--- config.mk ---
export PLATFORM = sky130hd
export DESIGN_NAME = fir_out_sink
export DESIGN_NICKNAME = d
export VERILOG_FILES = /design/src/rtl/fir_out_sink.sv
export SDC_FILE = /design/constraint.sdc
export NUM_CORES = 1
export LEC_CHECK = 0
export ABC_AREA = 0
export CORE_ASPECT_RATIO = 0.8
export CORE_MARGIN = 4
export CORE_UTILIZATION = 52
export CTS_CLUSTER_SIZE = 16
export DETAILED_ROUTE_END_ITERATION = 7
export PLACE_DENSITY_LB_ADDON = 0.05
export SLEW_MARGIN = 15
export SYNTH_ARGS = -nofsm -noshare
export SYNTH_HDL_FRONTEND = slang
export SYNTH_SLANG_ARGS = --single-unit
--- constraint.sdc ---
create_clock -name clk -period 2.6 [get_ports clk]
set_input_delay 0.26 -clock clk [delete_from_list [all_inputs] [get_ports clk]]
set_output_delay 0.26 -clock clk [all_outputs]
set_load 0.01 [all_outputs]
--- src/rtl/fir_out_sink.sv ---
// Output-side consumer for the parallel FIR filter. It scales 29-bit results to 12-bit samples and buffers them in a show-ahead FIFO.
// Optional round-half-up scaling is enabled by defining FIR_OUT_ROUND_EN. Without it, the result is plain truncation.
module fir_out_sink #(
  parameter int IW    = 29,
  parameter int OW    = 12,
  parameter int SHIFT = 11,
  parameter int DEPTH = 4
) (
  input  logic                     clk,
  input  logic                     rst,
  input  logic                     in_valid,
  input  logic [IW-1:0]            in_data,
  output logic                     out_valid,
  input  logic                     out_ready,
  output logic [OW-1:0]            out_data,
  output logic [7:0]               sat_cnt,
  output logic [7:0]               drop_cnt,
  output logic [$clog2(DEPTH):0]   fifo_level
);

  localparam int AW = $clog2(DEPTH);
  localparam int LW = AW + 1;

`ifdef FIR_OUT_ROUND_EN
  localparam logic [IW:0] RND = (IW+1)'(1) << (SHIFT - 1);
`else
  localparam logic [IW:0] RND = '0;
`endif

  logic [IW:0]    sum;
  logic [IW:0]    scaled;
  logic           sat;

  logic           s1_v_q;
  logic [OW-1:0]  s1_data_q;
  logic [7:0]     sat_cnt_q;

  logic [OW-1:0]  mem_q [DEPTH];
  logic [AW-1:0]  wr_ptr_q, wr_ptr_d;
  logic [AW-1:0]  rd_ptr_q, rd_ptr_d;
  logic [LW-1:0]  level_q, level_d;
  logic [7:0]     drop_cnt_q, drop_cnt_d;

  logic           empty;
  logic           full;
  logic           push;
  logic           pop;
  logic           drop;

  // The extra sum bit keeps the rounding constant from wrapping large inputs.
  assign sum    = {1'b0, in_data} + RND;
  assign scaled = sum >> SHIFT;
  assign sat    = |scaled[IW:OW];

  always_ff @(posedge clk or posedge rst) begin
    if (rst) begin
      s1_v_q    <= 1'b0;
      s1_data_q <= '0;
      sat_cnt_q <= '0;
    end else begin
      s1_v_q <= in_valid;
      if (in_valid) begin
        s1_data_q <= sat ? '1 : scaled[OW-1:0];
        if (sat && sat_cnt_q != 8'hFF) begin
          sat_cnt_q <= sat_cnt_q + 8'd1;
        end
      end
    end
  end

  assign empty = (level_q == '0);
  assign full  = (level_q == LW'(DEPTH));
  assign pop   = !empty && out_ready;
  // A pop in the same cycle frees the slot, so a full FIFO can still accept data.
  assign push  = s1_v_q && (!full || pop);
  assign drop  = s1_v_q && full && !pop;

  always_comb begin
    wr_ptr_d   = wr_ptr_q;
    rd_ptr_d   = rd_ptr_q;
    level_d    = level_q;
    drop_cnt_d = drop_cnt_q;
    if (push) begin
      wr_ptr_d = wr_ptr_q + AW'(1);
    end
    if (pop) begin
      rd_ptr_d = rd_ptr_q + AW'(1);
    end
    case ({push, pop})
      2'b10:   level_d = level_q + LW'(1);
      2'b01:   level_d = level_q - LW'(1);
      default: level_d = level_q;
    endcase
    if (drop && drop_cnt_q != 8'hFF) begin
      drop_cnt_d = drop_cnt_q + 8'd1;
    end
  end

  always_ff @(posedge clk or posedge rst) begin
    if (rst) begin
      wr_ptr_q   <= '0;
      rd_ptr_q   <= '0;
      level_q    <= '0;
      drop_cnt_q <= '0;
    end else begin
      wr_ptr_q   <= wr_ptr_d;
      rd_ptr_q   <= rd_ptr_d;
      level_q    <= level_d;
      drop_cnt_q <= drop_cnt_d;
    end
  end

  always_ff @(posedge clk) begin
    if (push) begin
      mem_q[wr_ptr_q] <= s1_data_q;
    end
  end

  // The array is never reset, so the output is gated by the empty flag.
  assign out_valid  = !empty;
  assign out_data   = empty ? '0 : mem_q[rd_ptr_q];
  assign sat_cnt    = sat_cnt_q;
  assign drop_cnt   = drop_cnt_q;
  assign fifo_level = level_q;

endmodule

==> out/metrics.yaml <==
fraction_of_final_layout_cells_with_drive_strength_greater_than_1: 0.152
hold_class: "in -> async"
netlist_instances: 254
worstReg2RegEnd: "fifo_level[2]"
share_of_total_power_in_combinational_logic: 0.363
power-per-cell-area_nw_per_um2: 956
max-slew-margin-rel: 0.665
worstSetupEndpointType: "output pin"
fmaxAchievable_mhz: 413
antenna_found_initial: 0
worst-r2r-cell-count: 7
detailed_route_drc_error_count: 0
library_cell_used_as_clock_root_buffer: "clkbuf_8"
dr_wl_cell_um: 16.2
die_y_um: 82.5
total_switching_power_uw: 1330
syn_nets: 294
cell_internal_pwr_uw: 2950
portBuffers: 53
fin_worst_skew_ns: 0.00708
die_x_um: 101
series_of_cell_instances_along_the_critical_path: "buf_4 -> mux4_2 -> and2_1 -> clkdlybuf4s50_1"
cts_tree: "yes"
cts-buffers-inserted: 9
holdBufCountCts: 0
clkLatencyLatePin_ns: 0.34
setup_repair_after_global_routing_missed_its_margin: "no"
post_drt_via_cell_ratio: 5.28
worst_ir_drop_vdd_uv: 467
first_iter_violations: 48
timing.setup.tns_ns: 0
yosysWarnings: 0
max_cap_viol_count: 0
synth_enable_flop_cells: 48
hold_viol_final: 0
n_fill_cell: 492
min_period_over_period: 0.932
critical_path.max_fanout: 14
clock_power_share: 0.212
synth_seq_cells: 84
register_area_sq_um: 2340
gr-total-overflow: 0
critPathRequiredTime_ns: 2.34
htree_levels: 3
initial_util: 0.550
setup.worst_path.class: "reg -> out"
instances_no_fill: 406
cts.reportedPaths.clkPinSlew_ns: 0.08
ctsResizeCount: 0
layout-area-overhead-vs-synth_pct: 23.9
tritoncts_num_sinks: 84
syn_avg_cell_area_sq_um: 14.2
netSwitchingFraction: 0.310
grt_max_degree: 37
reg2reg_setup_slack_ns: 0.63
core-area_sq_um: 6570
critical_path.reg2reg.startpoint: "s1_v_q"
postSynth.asyncResetShare: 0.429
multi_input_area_sq_um: 1180
mappedNetlistArea_sq_um: 3610
cts.repair_timing.setup_buffer_count: 0
cp.arrival_ns: 2.16
pwr-share-seq: 0.426
transition_time_at_the_pin_with_the_least_slew_margin_ns: 0.501
io-pin-count: 65
dr_vias: 2142
drt-total-wl_um: 6560
ys_seq_area_frac: 0.649
outcome: "complete, no violations"
first_pass_grt_wire_length_um: 11000
num_rows: 26
design.final.nets: 357
slowest_stage: "mux4_2"
period_minus_slack_ns: 2.42
dp_hpwl_um: 4370
p_leak_uw: 0.00154
detailedRoute.firstPassIterationCount: 4
setup.worst_path.start_class: "flip-flop"
dieArea_sq_um: 8350
routabilityCongestion: 0.751
num_antenna_cells: 0
detail-route-antenna-nets: 0
clock_tree.buffer_depth: 2
global_route.usage.total: 0.177
ys_dominant_reg_cell: "edfxtp_1"
grt_pass1_vias: 2154
dpl.cell_count: 390
setup_viol_count_final: 0
critical_path_max_stage_delay_ns: 0.53
post_synth_num_cell_types: 37
slew_violations: 0
-- cell families (layout without fill, tap and decap cells) --
| kind of cell | after synthesis | in the layout | synth area share |
|---|---|---|---|
| flip-flops | 84 | 84 | 0.649 |
| AND/OR/NAND/NOR | 83 | 83 | 0.128 |
| AO/OA/AOI/OAI | 28 | 28 | 0.0471 |
| buffers and inverters | 20 | 88 | 0.0232 |
| XOR/XNOR | 17 | 17 | 0.0412 |
| multiplexers | 15 | 15 | 0.0852 |
| adder cells (fa/ha/maj) | 7 | 7 | 0.0263 |
-- cells in the final DEF, fill, tap and decap left out, drive strengths merged, types with 2 or more instances in the layout --
cell	Yosys	final
a21oi	17	17
a31oi	2	2
and2	17	17
buf	5	10
clkbuf	6	10
clkdlybuf4s50	0	53
clkinv	0	3
clkinvlp	0	2
dfrtp	36	36
edfxtp	48	48
ha	6	6
inv	9	9
mux2	3	3
mux4	12	12
nand2	9	9
nand3	7	7
nor2	30	30
nor2b	2	2
nor3	7	7
nor3b	2	2
nor4b	3	3
o21ai	4	4
or3	2	2
xnor2	7	7
xor2	10	10
-- critical path: cells and delay by family (launching register included) --
kind | cells | cell delay, ns
buffers and inverters | 2 | 0.76
muxes | 1 | 0.53
DFF | 1 | 0.34
and+or+nand+nor | 1 | 0.19
-- sequential cells by signal, summed over array words and instances, names as in the netlist --
signal / flops
rd_ptr_q: 2
mem_q: 48
s1_data_q: 12
s1_v_q: 1
drop_cnt: 8
wr_ptr_q: 2
fifo_level: 3
sat_cnt: 8
-- power by group through the flow --
stage          combinational, uW  clock, uW  sequential, uW
2_1_floorplan                820          0            1860
3_3_place_gp                1560          0            1840
3_5_place_dp                1570          0            1850
4_1_cts                     1580        935            1820
5_1_grt                     1700       1010            1850
6_report                    1550        905            1820
-- worst max-delay path by stage --
| stage | start | end | slack (ns) | cells past startpoint |
|---|---|---|---|---|
| CTS | rd_ptr_q[0] | out_data[11] | 0.13 | 4 |
| global route | rd_ptr_q[0] | out_data[11] | 0.05 | 4 |
| detailed placement | out_ready | fifo_level[2] | 0.42 | 8 |
| floorplan | fifo_level[0] | fifo_level[2] | 0.37 | 9 |
| global placement | out_ready | fifo_level[2] | 0.49 | 8 |
| finish | rd_ptr_q[0] | out_data[11] | 0.18 | 4 |
-- Yosys cell counts (2+ instances only) --
cell      instances  area, sq um
dfrtp_1          36          901
inv_1             9         33.8
nor2_1           30          113
nor4b_1           2         17.5
nor2b_1           2         12.5
edfxtp_1         48         1440
nor3_2            5         50.1
nor3b_1           2         15.0
o21ai_0           4         20.0
xnor2_1           7         61.3
clkbuf_1          6         22.5
or3_1             2         12.5
a31oi_1           2         12.5
and2_1           17          106
nand2_1           9         33.8
xor2_1           10         87.6
ha_1              6         75.1
mux4_2           12          270
buf_2             4         20.0
nor3_1            2         10.0
a21oi_1          17         85.1
nand3_1           7         35.0
-- per-stage QoR --
step | hold slack (ns) | area [sq um] | setup WS (ns) | util | power, uW
after floorplan | 0.291 | 3610 | 0.368 | - | 2680
after global placement | 0.493 | 4270 | 0.486 | 0.650 | 3400
after detailed placement | 0.500 | 4270 | 0.420 | 0.650 | 3420
after CTS | 0.344 | 4470 | 0.131 | 0.681 | 4340
after global routing | 0.355 | 4470 | 0.0475 | 0.681 | 4560
final | 0.335 | 4470 | 0.176 | 0.681 | 4270
-- metal layers --
layer  global-route usage  share of wire
met5                    0              0
met2                0.281           0.48
met3               0.0546          0.042
met1                0.238           0.47
met4               0.0518         0.0081
-- cell type report --
type | count | share of cell area
Sequential cell | 84 | 0.524
Multi-Input combinational cell | 150 | 0.265
Timing Repair Buffer | 63 | 0.135
Clock buffer | 10 | 0.0308
Tap cell | 84 | 0.0235
Clock inverter | 6 | 0.0143
Inverter | 9 | 0.00755
Note: power is estimated with default switching activity, not from simulation.
